**config.mk**
```make
export PLATFORM = sky130hd
export DESIGN_NAME = multicycle_control
export DESIGN_NICKNAME = d
export VERILOG_FILES = /design/src/rtl/ctrl_pkg.sv /design/src/rtl/op_class_decode.sv /design/src/rtl/multicycle_control.sv
export SDC_FILE = /design/constraint.sdc
export NUM_CORES = 1
export LEC_CHECK = 0
export ABC_AREA = 1
export CAP_MARGIN = 10
export CELL_PAD_IN_SITES_DETAIL_PLACEMENT = 1
export CELL_PAD_IN_SITES_GLOBAL_PLACEMENT = 1
export CORE_MARGIN = 5
export CORE_UTILIZATION = 33
export CTS_BUF_LIST = sky130_fd_sc_hd__clkbuf_16
export DETAILED_ROUTE_END_ITERATION = 10
export GPL_ROUTABILITY_DRIVEN = 0
export PLACE_DENSITY_LB_ADDON = 0.25
export RECOVER_POWER = 25
export SYNTH_ARGS = -nofsm -noshare
export SYNTH_HDL_FRONTEND = slang
export SYNTH_SLANG_ARGS = --single-unit
export TNS_END_PERCENT = 50
```
**constraint.sdc**
```tcl
create_clock -name clk_i -period 1.7 [get_ports clk_i]
set_input_delay 0.34 -clock clk_i [delete_from_list [all_inputs] [get_ports clk_i]]
set_output_delay 0.34 -clock clk_i [all_outputs]
set_load 0.005 [all_outputs]
```
**src/rtl/ctrl_pkg.sv**
```systemverilog
// ctrl_pkg: shared opcodes, state codes and datapath select encodings for multicycle_control.
package ctrl_pkg;

  localparam logic [5:0] OP_RTYPE = 6'h00;
  localparam logic [5:0] OP_J     = 6'h02;
  localparam logic [5:0] OP_BEQ   = 6'h04;
  localparam logic [5:0] OP_BNE   = 6'h05;
  localparam logic [5:0] OP_ADDI  = 6'h08;
  localparam logic [5:0] OP_ORI   = 6'h0D;
  localparam logic [5:0] OP_LW    = 6'h23;
  localparam logic [5:0] OP_SW    = 6'h2B;

  typedef enum logic [3:0] {
    S_IDLE      = 4'd0,
    S_FETCH     = 4'd1,
    S_DECODE    = 4'd2,
    S_MEM_ADDR  = 4'd3,
    S_MEM_READ  = 4'd4,
    S_MEM_WB    = 4'd5,
    S_MEM_WRITE = 4'd6,
    S_EXECUTE   = 4'd7,
    S_ALU_WB    = 4'd8,
    S_IMM_EXEC  = 4'd9,
    S_IMM_WB    = 4'd10,
    S_BRANCH    = 4'd11,
    S_JUMP      = 4'd12,
    S_ERROR     = 4'd13
  } state_e;

  typedef enum logic [2:0] {
    CLS_MEM,
    CLS_RTYPE,
    CLS_IMM,
    CLS_BRANCH,
    CLS_JUMP,
    CLS_ILLEGAL
  } op_class_e;

  localparam logic [1:0] ALUOP_ADD   = 2'b00;
  localparam logic [1:0] ALUOP_SUB   = 2'b01;
  localparam logic [1:0] ALUOP_OR    = 2'b10;
  localparam logic [1:0] ALUOP_RTYPE = 2'b11;

  localparam logic [1:0] SRCB_B      = 2'b00;
  localparam logic [1:0] SRCB_FOUR   = 2'b01;
  localparam logic [1:0] SRCB_IMM    = 2'b10;
  localparam logic [1:0] SRCB_IMM_SH = 2'b11;

  localparam logic [1:0] PCSRC_ALU    = 2'b00;
  localparam logic [1:0] PCSRC_ALUOUT = 2'b01;
  localparam logic [1:0] PCSRC_JUMP   = 2'b10;

endpackage

```
**src/rtl/op_class_decode.sv**
```systemverilog
// op_class_decode: sorts a raw opcode into the instruction class that picks the post-decode path.
// Optional feature: MULTICYCLE_CONTROL_BNE_EN makes opcode 0x05 a branch instead of illegal.
module op_class_decode
  import ctrl_pkg::*;
(
  input  logic [5:0] op,
  output op_class_e  op_class
);

  // Pure lookup; anything not recognised is reported as illegal.
  always_comb begin
    op_class = CLS_ILLEGAL;
    case (op)
      OP_LW, OP_SW:     op_class = CLS_MEM;
      OP_RTYPE:         op_class = CLS_RTYPE;
      OP_ADDI, OP_ORI:  op_class = CLS_IMM;
      OP_BEQ:           op_class = CLS_BRANCH;
`ifdef MULTICYCLE_CONTROL_BNE_EN
      OP_BNE:           op_class = CLS_BRANCH;
`endif
      OP_J:             op_class = CLS_JUMP;
      default:          op_class = CLS_ILLEGAL;
    endcase
  end

endmodule

```
**src/rtl/multicycle_control.sv**
```systemverilog
// multicycle_control: multicycle main control FSM with a memory-wait timeout watchdog.
// Optional feature: define MULTICYCLE_CONTROL_BNE_EN to add bne (opcode 0x05) and the BranchNe_o port.
module multicycle_control
  import ctrl_pkg::*;
#(
  parameter int MEM_TIMEOUT = 16,
  parameter int CNT_W       = 5
) (
  input  logic       clk_i,
  input  logic       rst_i,
  input  logic       start_i,
  input  logic [5:0] Op_i,
  input  logic       mem_ready_i,
  output logic       PCWrite_o,
  output logic       PCWriteCond_o,
  output logic       IorD_o,
  output logic       MemRead_o,
  output logic       MemWrite_o,
  output logic       MemtoReg_o,
  output logic       IRWrite_o,
  output logic       ALUSrcA_o,
  output logic       RegWrite_o,
  output logic       RegDst_o,
  output logic [1:0] PCSource_o,
  output logic [1:0] ALUOp_o,
  output logic [1:0] ALUSrcB_o,
  output logic       done_o,
  output logic       illegal_o,
  output logic       err_o,
`ifdef MULTICYCLE_CONTROL_BNE_EN
  output logic       BranchNe_o,
`endif
  output logic [3:0] state_o
);

  localparam logic [CNT_W-1:0] TIMEOUT_CNT = CNT_W'(MEM_TIMEOUT);
  localparam bit               TIMEOUT_EN  = (MEM_TIMEOUT != 0);

  state_e           state_q, state_d;
  logic [5:0]       op_q;
  logic [CNT_W-1:0] cnt_q, cnt_d, cnt_inc;
  logic             waiting;
  logic             timeout_hit;
  op_class_e        op_class;

  op_class_decode u_op_class (
    .op       (Op_i),
    .op_class (op_class)
  );

  // The timeout fires on the stalled cycle that would bring the wait count up to MEM_TIMEOUT.
  assign cnt_inc     = cnt_q + 1'b1;
  assign waiting     = (state_q == S_FETCH) || (state_q == S_MEM_READ) || (state_q == S_MEM_WRITE);
  assign timeout_hit = TIMEOUT_EN && !mem_ready_i && (cnt_inc == TIMEOUT_CNT);
  assign state_o     = state_q;

  // State, latched opcode and wait counter; reset abandons whatever access is in flight.
  always_ff @(posedge clk_i) begin
    if (rst_i) begin
      state_q <= S_IDLE;
      op_q    <= '0;
      cnt_q   <= '0;
    end else begin
      state_q <= state_d;
      cnt_q   <= cnt_d;
      if (state_q == S_DECODE) op_q <= Op_i;
    end
  end

  // Any state change restarts the count, so every memory access starts from zero.
  always_comb begin
    cnt_d = cnt_q;
    if (state_d != state_q) cnt_d = '0;
    else if (waiting && !mem_ready_i) cnt_d = cnt_inc;
  end

  // Next state plus every datapath strobe; everything is zero unless a state asserts it.
  always_comb begin
    state_d       = state_q;
    PCWrite_o     = 1'b0;
    PCWriteCond_o = 1'b0;
    IorD_o        = 1'b0;
    MemRead_o     = 1'b0;
    MemWrite_o    = 1'b0;
    MemtoReg_o    = 1'b0;
    IRWrite_o     = 1'b0;
    ALUSrcA_o     = 1'b0;
    RegWrite_o    = 1'b0;
    RegDst_o      = 1'b0;
    PCSource_o    = PCSRC_ALU;
    ALUOp_o       = ALUOP_ADD;
    ALUSrcB_o     = SRCB_B;
    done_o        = 1'b0;
    illegal_o     = 1'b0;
    err_o         = 1'b0;
`ifdef MULTICYCLE_CONTROL_BNE_EN
    BranchNe_o    = 1'b0;
`endif
    case (state_q)
      S_IDLE: begin
        if (start_i) state_d = S_FETCH;
      end
      S_FETCH: begin
        MemRead_o = 1'b1;
        ALUSrcB_o = SRCB_FOUR;
        if (mem_ready_i) begin
          IRWrite_o = 1'b1;
          PCWrite_o = 1'b1;
          state_d   = S_DECODE;
        end else if (timeout_hit) begin
          state_d = S_ERROR;
        end
      end
      S_DECODE: begin
        ALUSrcB_o = SRCB_IMM_SH;
        case (op_class)
          CLS_MEM:    state_d = S_MEM_ADDR;
          CLS_RTYPE:  state_d = S_EXECUTE;
          CLS_IMM:    state_d = S_IMM_EXEC;
          CLS_BRANCH: state_d = S_BRANCH;
          CLS_JUMP:   state_d = S_JUMP;
          default: begin
            illegal_o = 1'b1;
            state_d   = S_FETCH;
          end
        endcase
      end
      S_MEM_ADDR: begin
        ALUSrcA_o = 1'b1;
        ALUSrcB_o = SRCB_IMM;
        state_d   = (op_q == OP_SW) ? S_MEM_WRITE : S_MEM_READ;
      end
      S_MEM_READ: begin
        MemRead_o = 1'b1;
        IorD_o    = 1'b1;
        if (mem_ready_i) state_d = S_MEM_WB;
        else if (timeout_hit) state_d = S_ERROR;
      end
      S_MEM_WB: begin
        RegWrite_o = 1'b1;
        MemtoReg_o = 1'b1;
        done_o     = 1'b1;
        state_d    = S_FETCH;
      end
      S_MEM_WRITE: begin
        MemWrite_o = 1'b1;
        IorD_o     = 1'b1;
        if (mem_ready_i) begin
          done_o  = 1'b1;
          state_d = S_FETCH;
        end else if (timeout_hit) begin
          state_d = S_ERROR;
        end
      end
      S_EXECUTE: begin
        ALUSrcA_o = 1'b1;
        ALUOp_o   = ALUOP_RTYPE;
        state_d   = S_ALU_WB;
      end
      S_ALU_WB: begin
        RegWrite_o = 1'b1;
        RegDst_o   = 1'b1;
        done_o     = 1'b1;
        state_d    = S_FETCH;
      end
      S_IMM_EXEC: begin
        ALUSrcA_o = 1'b1;
        ALUSrcB_o = SRCB_IMM;
        ALUOp_o   = (op_q == OP_ORI) ? ALUOP_OR : ALUOP_ADD;
        state_d   = S_IMM_WB;
      end
      S_IMM_WB: begin
        RegWrite_o = 1'b1;
        done_o     = 1'b1;
        state_d    = S_FETCH;
      end
      S_BRANCH: begin
        ALUSrcA_o     = 1'b1;
        ALUOp_o       = ALUOP_SUB;
        PCWriteCond_o = 1'b1;
        PCSource_o    = PCSRC_ALUOUT;
        done_o        = 1'b1;
`ifdef MULTICYCLE_CONTROL_BNE_EN
        BranchNe_o    = (op_q == OP_BNE);
`endif
        state_d       = S_FETCH;
      end
      S_JUMP: begin
        PCWrite_o  = 1'b1;
        PCSource_o = PCSRC_JUMP;
        done_o     = 1'b1;
        state_d    = S_FETCH;
      end
      S_ERROR: begin
        err_o = 1'b1;
      end
      default: begin
        state_d = S_IDLE;
      end
    endcase
  end

endmodule

```
==> run_results.csv, run 1 <==
group,metric,value,unit
routing,drt_iter0_drc,126,
grt,overflow,0,
logic_synthesis,yosys.area.top_type,"dfxtp_1",
final_layout,finalNonFillerCells,354,
sta,fmax,0.514,GHz
die,ios,33,
routing,drc,0,
cts,tritoncts,"done",
final_layout,fillCellCount,479,
die,die_y,71.5,um
final_layout,area_growth,91.3,%
routing,postRouteAntennaNets,0,
setup_path,cp_max_fo,5,
setup_path,crit_path_end_kind,"flip-flop",
setup_path,ff2ff_path_depth,17,
job,maxCapViolCount,0,
die,core,0.00366,mm2
sta,worst_slack,-0.247,ns
logic_synthesis,synth_area,0.00125,mm2
logic_synthesis,yosys.cell_types.count,26,
die,die_w,71.5,um
pwr,ir_worst_vdd,844,uV
cts,cts_root_buf,"clkbuf_16",
logic_synthesis,ys_ff_latch,15,
final_layout,drive_gt1_share,54.2,%
die,die_area,0.00511,mm2
placement,io_buffer_count,32,
sta,finalHoldViolations,0,
die,start_util,34.1,%
sta,slew_violations,0,
sta,post-route-min-period,1.95,ns
setup_path,crit_type,"flip-flop to flip-flop",
setup_path,critical_path_required,1.89,ns
logic_synthesis,syn-instance-count,201,
final_layout,final_area,0.00239,mm2
routing,top_layer_used,"met4",
worst_hold_path,holdPathStages,4,
sta,rsz0062_at_grt,"yes",
final_layout,antenna_cells,0,
grt,grt_use_total,24.6,%
cts,numCtsBuffers,3,
pwr,power_leakage,1.24,nW
grt,antenna_found_initial,0,
sta,setup_viol,19,
grt,grt_pass1_vias,1974,
setup_path,crit_path_start_kind,"flip-flop",
routing,met3WireLength,421,um
routing,wl,7660,um
sta,tns,-2.50,ns
logic_synthesis,synthTopCellsByArea,"dfxtp_1, nand2_1, nor2_1",
die,rows,22,
sta,fin_crit_sh,115,%
worst_hold_path,hp-class,"input pin to flip-flop",
sta,slew_headroom,77.0,%
setup_path,crit_arrival,2.14,ns
routing,vias_per_cell,5.38,
logic_synthesis,yosysWarnings,0,
pwr,p_total,1.43,mW
routing,routedWlPerCell,21.6,um
placement,place_hpwl,3910,um
final_layout,final_core_util,65.2,%
logic_synthesis,synth_top_area_share,24.1,%
cts,clock_sinks,15,
logic_synthesis,synth_area_per_cell,6.21,um2
routing,via_count,1906,
final_layout,nets,319,
routing,wl_met2,4030,um
logic_synthesis,synth_fp_nets,213,
final_layout,final_cell_mix,"buf_4, nand2_1, nor2_1",
logic_synthesis,ys_seq_area_share,24.1,%
placement,post_dp_cell_area,0.00199,mm2
routing,drtPass1Iterations,4,
final_layout,final_common_cell,"buf_4",
sta,fin_skew,0.00210,ns
cts,h-tree-depth,1,
grt,grt_max_degree,11,
placement,placed_cells,330,
run_status,violations,"negative setup slack",
run_status,status,"complete, but fails checks",
routing,wl_met1,2820,um
pwr,power_density,599,mW/mm2
sta,worst_slew_pin_slew,0.341,ns
cts,clk_latency,0.26,ns
cts,cts.reportedPaths.clkPinSlew,0.05,ns
grt,grt_first_pass_wirelength,9830,um
cts,clockBufferDepth,2,
## cells in the mapped netlist, drive strengths merged
master / count
ha: 2
o211ai: 1
a21oi: 12
mux2i: 1
nand3: 17
xor2: 1
nand2: 51
dfxtp: 15
o41ai: 1
a31oi: 2
o21ai: 14
nor2: 41
nand4: 5
buf: 3
a211oi: 1
inv: 33
o22ai: 1
## worst max-delay path, stage by stage (launching register included)
cell and delay [ns]:
dfxtp_2 0.33, inv_2 0.08, buf_6 0.14, nor2_4 0.05, buf_6 0.11, nand2_4 0.06, buf_6 0.10, nand2_4 0.04
nor2_4 0.09, buf_6 0.10, nand2_4 0.04, nor2_4 0.14, nand2_2 0.08, nand2_2 0.09, nand2_4 0.06, nor2_4 0.14
nand2_4 0.10, nor2_4 0.13
## layer usage
layer | GRT usage (%) | vias to the layer above
met2 | 46.3 | 89
met4 | 11.5 | 0
met3 | 3.37 | 33
li1 | - | 850
met5 | 0 | -
met1 | 26.8 | 934
## through the flow
stage                     worst slack [ns]  hold WS, ns
after floorplan                      0.185        0.409
after global placement              -0.471        0.461
after detailed placement            -0.496        0.495
after CTS                           -0.198        0.520
after global routing                -0.333        0.570
final                               -0.247        0.533
## repair_timing
action / 4_1_cts / 5_1_grt
pin swaps: 6 / 9
gates cloned: 0 / 0
endpoints found under the setup margin: 27 / 26
buffers inserted: 9 / 11
gates resized for setup: 90 / 59
hold buffers: 0 / 0
## worst paths after layout
check	from	endpoint	slack (ns)
min reg2reg	op_q[5]	op_q[5]	0.54
min	Op_i[4]	op_q[4]	0.53
max	state_o[2]	cnt_q[3]	-0.25
max reg2reg	state_o[2]	cnt_q[3]	-0.25
## area by class of cell
class / count / area, um2 / share of cell area, %
clock buffer: 3 / 75.1 / 3.15
tap: 48 / 60.1 / 2.52
sequential: 15 / 310 / 13.0
multi-input combinational: 150 / 943 / 39.5
timing repair buffer: 104 / 858 / 36.0
inverter: 33 / 131 / 5.51
clock inverter: 1 / 7.51 / 0.315
## where the power goes
part / switching (mW) / internal [mW]
registers: 0.0151 / 0.367
logic: 0.298 / 0.253
clock network: 0.178 / 0.318
## state kept, by name, indices dropped and copies added (netlist names)
register / cells
state_o: 4
cnt_q: 5
op_q: 6
## cells by family after synthesis
logic type,after synthesis,synth area share [%]
and+or+nand+nor,114,45.8
buffers and inverters,36,12.4
AOI/OAI and AO/OA,32,14.1
DFF,15,24.1
adders and majority gates,2,2.01
xor gates and xnor gates,1,0.702
muxes,1,0.802
No activity file was read; power rests on OpenSTA's default activity.
==> run 2: changes to the inputs <==
Settings changed: CORE_ASPECT_RATIO from default to 0.5, CTS_CLUSTER_SIZE from default to 40.
==> run 2 against run 1 <==
Compared with the run above: the run now fails in global routing (5_1_grt); area after synthesis did not move; synthesized cell count did not move.
==> run_results.csv, run 2 <==
group,metric,value,unit
cts,cts_root_buf,"clkbuf_16",
sta,worstEndpointType,"register input",
grt,grt_max_degree,10,
cts,clockBufferDepth,2,
run_status,lastStage,"global routing (5_1_grt)",
logic_synthesis,yosys.cell_types.count,26,
logic_synthesis,synth_commonest_cells,"nand2_1, nor2_1, inv_1",
cts,hold_buffers,0,
logic_synthesis,synthTopCellsByArea,"dfxtp_1, nand2_1, nor2_1",
logic_synthesis,synth.most_common_cell,"nand2_1",
die,ios,33,
logic_synthesis,synth_edf_count,0,
logic_synthesis,ys_seq_area_share,24.1,%
logic_synthesis,synthArstFlopShare,0,%
run_status,status,"aborted with a tool error",
cts,clock_sinks,15,
logic_synthesis,synth_ff_type,"dfxtp_1",
placement,io_buffer_count,32,
die,die_w,97.0,um
run_status,error_message,"[ERROR DPL-0033] detailed placement checks failed during check placement.",
logic_synthesis,yosysWarnings,0,
logic_synthesis,yosys.area.top_type,"dfxtp_1",
cts,numCtsBuffers,3,
placement,place_hpwl,4530,um
cts,h-tree-depth,1,
grt,antenna_found_initial,0,
sta,grt_worst_setup_endpoint,"cnt_q[1]$_SDFFE_PP0P_/D",
logic_synthesis,ys_ff_latch,15,
logic_synthesis,synth_top_area_share,24.1,%
die,die_y,53.5,um
die,rows,15,
logic_synthesis,synth_area,0.00125,mm2
placement,placed_cells,338,
die,start_util,35.4,%
logic_synthesis,synth_area_per_cell,6.21,um2
logic_synthesis,syn-instance-count,201,
logic_synthesis,synth_fp_nets,213,
-- run 2: cell counts after synthesis --
Identical to the previous run, type by type.
-- run 2: repair_timing --
action,in CTS
endpoints found under the hold margin,0
buffers inserted,9
pin swaps,7
endpoints found under the setup margin,28
resized for setup,104
-- run 2: cells by family after synthesis --
group	after synthesis	share of synthesized area (%)
flops	15	24.1
buf+inv	36	12.4
mux	1	0.802
xor+xnor	1	0.702
simple gates	114	45.8
fa+ha+maj	2	2.01
compound gates	32	14.1
-- run 2: through the flow --
stage	cell area [um2]	TNS, ns	utilization [%]	worst slack (ns)	hold slack, ns
3_3_place_gp	2030	-3.94	57.6	-0.449	0.462
4_1_cts	2300	-0.661	65.1	-0.0835	0.545
2_1_floorplan	1250	0	-	0.185	0.409
3_5_place_dp	2030	-6.10	57.6	-0.524	0.475
==> run 3: changes to the inputs <==
Settings changed: CELL_PAD_IN_SITES_DETAIL_PLACEMENT 1 to default, CELL_PAD_IN_SITES_GLOBAL_PLACEMENT 1 to default, CORE_AREA from default to 5 5 66 68, CORE_ASPECT_RATIO 0.5 to default, CORE_MARGIN 5 to default, CORE_UTILIZATION 33 to default, CTS_BUF_LIST sky130_fd_sc_hd__clkbuf_16 to default, CTS_CLUSTER_SIZE 40 to default, DIE_AREA from default to 0 0 71 73, PLACE_DENSITY_LB_ADDON 0.25 to 0.15.
==> run 3 against run 2 <==
Compared with the run above: the flow now finishes, with violations (negative setup slack).
==> run_results.csv, run 3 (synthesized netlist as in run 1, its figures left out) <==
group,metric,value,unit
grt,grt_use_total,14.7,%
cts,clock_sinks,15,
routing,vias_per_cell,4.41,
routing,top_layer_used,"met4",
final_layout,area_growth,73.6,%
die,die_y,73,um
setup_path,crit_path_start_kind,"flip-flop",
placement,place_hpwl,2980,um
pwr,clkPwrFrac,26.4,%
grt,grt_max_degree,10,
placement,placed_cells,334,
routing,wl,3710,um
pwr,p_seq_share,34.5,%
sta,fmax,0.585,GHz
final_layout,finalNonFillerCells,347,
setup_path,crit_type,"flip-flop to primary output",
setup_path,crit_path_end_kind,"primary output",
sta,finalHoldViolations,0,
routing,postRouteAntennaNets,0,
final_layout,largest-register,"op_q",
setup_path,path_cells,"inv_2 -> buf_4 -> nor2_4 -> buf_6 -> nand3_1 -> o41ai_2 -> buf_2",
run_status,status,"complete, but fails checks",
setup_path,crit_slowest_cell,"dfxtp_2",
setup_path,cp_max_fo,3,
final_layout,antenna_cells,0,
routing,met3WireLength,167,um
final_layout,final_common_cell,"buf_4",
sta,post-route-min-period,1.71,ns
die,ios,33,
pwr,power_switching,0.352,mW
final_layout,final_cell_mix,"buf_4, nand2_1, inv_1",
worst_hold_path,hp-class,"flip-flop to flip-flop",
grt,antenna_found_initial,0,
routing,drc,0,
pwr,pwr-share-comb,39.1,%
final_layout,drive_gt1_share,46.8,%
setup_path,cp_top_family,"buffers and inverters",
sta,fin_skew,0.00123,ns
cts,cts.reportedPaths.clkPinSlew,0.06,ns
pwr,ir_worst_vdd,419,uV
sta,fin_crit_sh,100,%
job,maxCapViolCount,0,
cts,clk_latency,0.24,ns
die,start_util,32.8,%
grt,overflow,0,
die,rows,23,
run_status,violations,"negative setup slack",
grt,grt_pass1_vias,1449,
setup_path,path_buf_inv,4,
pwr,swShare,32.0,%
pwr,p_int,0.747,mW
cts,cts_root_buf,"clkbuf_8",
routing,via_count,1532,
final_layout,largest_reg_flops,6,
pwr,power_leakage,1.15,nW
final_layout,nets,310,
sta,slew_violations,0,
sta,worst_slew_pin_slew,0.285,ns
routing,routedWlPerCell,10.7,um
routing,wl_met2,1890,um
cts,tritoncts,"done",
cts,numCtsBuffers,3,
sta,slew_headroom,80.8,%
die,die_area,0.00518,mm2
setup_path,critical_path_required,1.36,ns
die,core,0.00380,mm2
pwr,power_density,508,mW/mm2
sta,setup_viol,1,
sta,tns,-0.00850,ns
setup_path,slowest_delay,0.33,ns
sta,worst_slack,-0.00850,ns
cts,h-tree-depth,1,
placement,io_buffer_count,32,
sta,rsz0062_at_grt,"yes",
grt,grt_first_pass_wirelength,6260,um
routing,drtPass1Iterations,4,
routing,wl_met1,1640,um
die,die_w,71,um
setup_path,crit_arrival,1.37,ns
cts,clockBufferDepth,2,
routing,drt_iter0_drc,90,
-- run 3: per-stage QoR --
step / hold WS (ns) / area, um2 / power, mW / util [%] / setup slack [ns]
global placement: 0.469 / 2010 / 0.780 / 52.9 / -0.480
global route: 0.522 / 2170 / 1.17 / 57.0 / -0.0902
CTS: 0.488 / 2110 / 1.09 / 55.6 / -0.230
detailed placement: 0.464 / 2010 / 0.781 / 52.9 / -0.490
floorplan: 0.409 / 1250 / 0.577 / - / 0.185
finish: 0.489 / 2170 / 1.10 / 57.0 / -0.00850
-- run 3: path summary, 6_finish.rpt --
path | startpoint | endpoint | slack [ns] | cells after the start
worst max-delay path | state_o[2] | ALUOp_o[1] | -0.008 | 7
worst min-delay path | op_q[5] | op_q[5] | 0.49 | 2
worst max register to register | state_o[0] | cnt_q[0] | 0.04 | 12
worst min register to register | op_q[5] | op_q[5] | 0.49 | 2
-- run 3: worst reg2reg max path, stage by stage (launching register included) --
cell	delay (ns)
dfxtp_2	0.36
buf_6	0.14
buf_6	0.13
nand2_2	0.09
nor2_2	0.17
nand3_1	0.09
nand2_1	0.08
nor2_2	0.05
nand3_1	0.06
nand3_1	0.12
nor2_4	0.15
nand2_4	0.09
nor2_2	0.10
-- run 3: metal layers --
metal	vias to the layer above	global-route usage [%]
met5	-	0
met4	0	3.13
met3	2	2.20
met2	26	27.9
met1	672	17.5
li1	832	-
-- run 3: power groups by stage --
stage | combinational, mW | sequential (mW) | clock (mW)
after floorplan | 0.191 | 0.387 | 0
after global placement | 0.395 | 0.385 | 0
after detailed placement | 0.396 | 0.385 | 0
after CTS | 0.412 | 0.379 | 0.298
after global routing | 0.474 | 0.382 | 0.315
final | 0.430 | 0.380 | 0.290
-- run 3: area by class of cell --
| cell class | count | area, um2 |
|---|---|---|
| clock buffer | 4 | 45.0 |
| fill | 392 | 1630 |
| inverter | 33 | 129 |
| multi-input combinational | 150 | 866 |
| sequential | 15 | 305 |
| tap | 50 | 62.6 |
| timing repair buffer | 95 | 758 |
-- run 3: what timing repair did --
| item | in CTS | in global routing |
|---|---|---|
| hold endpoints to repair | 0 | 0 |
| pin swaps | 6 | 7 |
| buffers inserted | 3 | 6 |
| resized for setup | 57 | 44 |
| hold buffers | 0 | 0 |
| setup endpoints to repair | 25 | 23 |
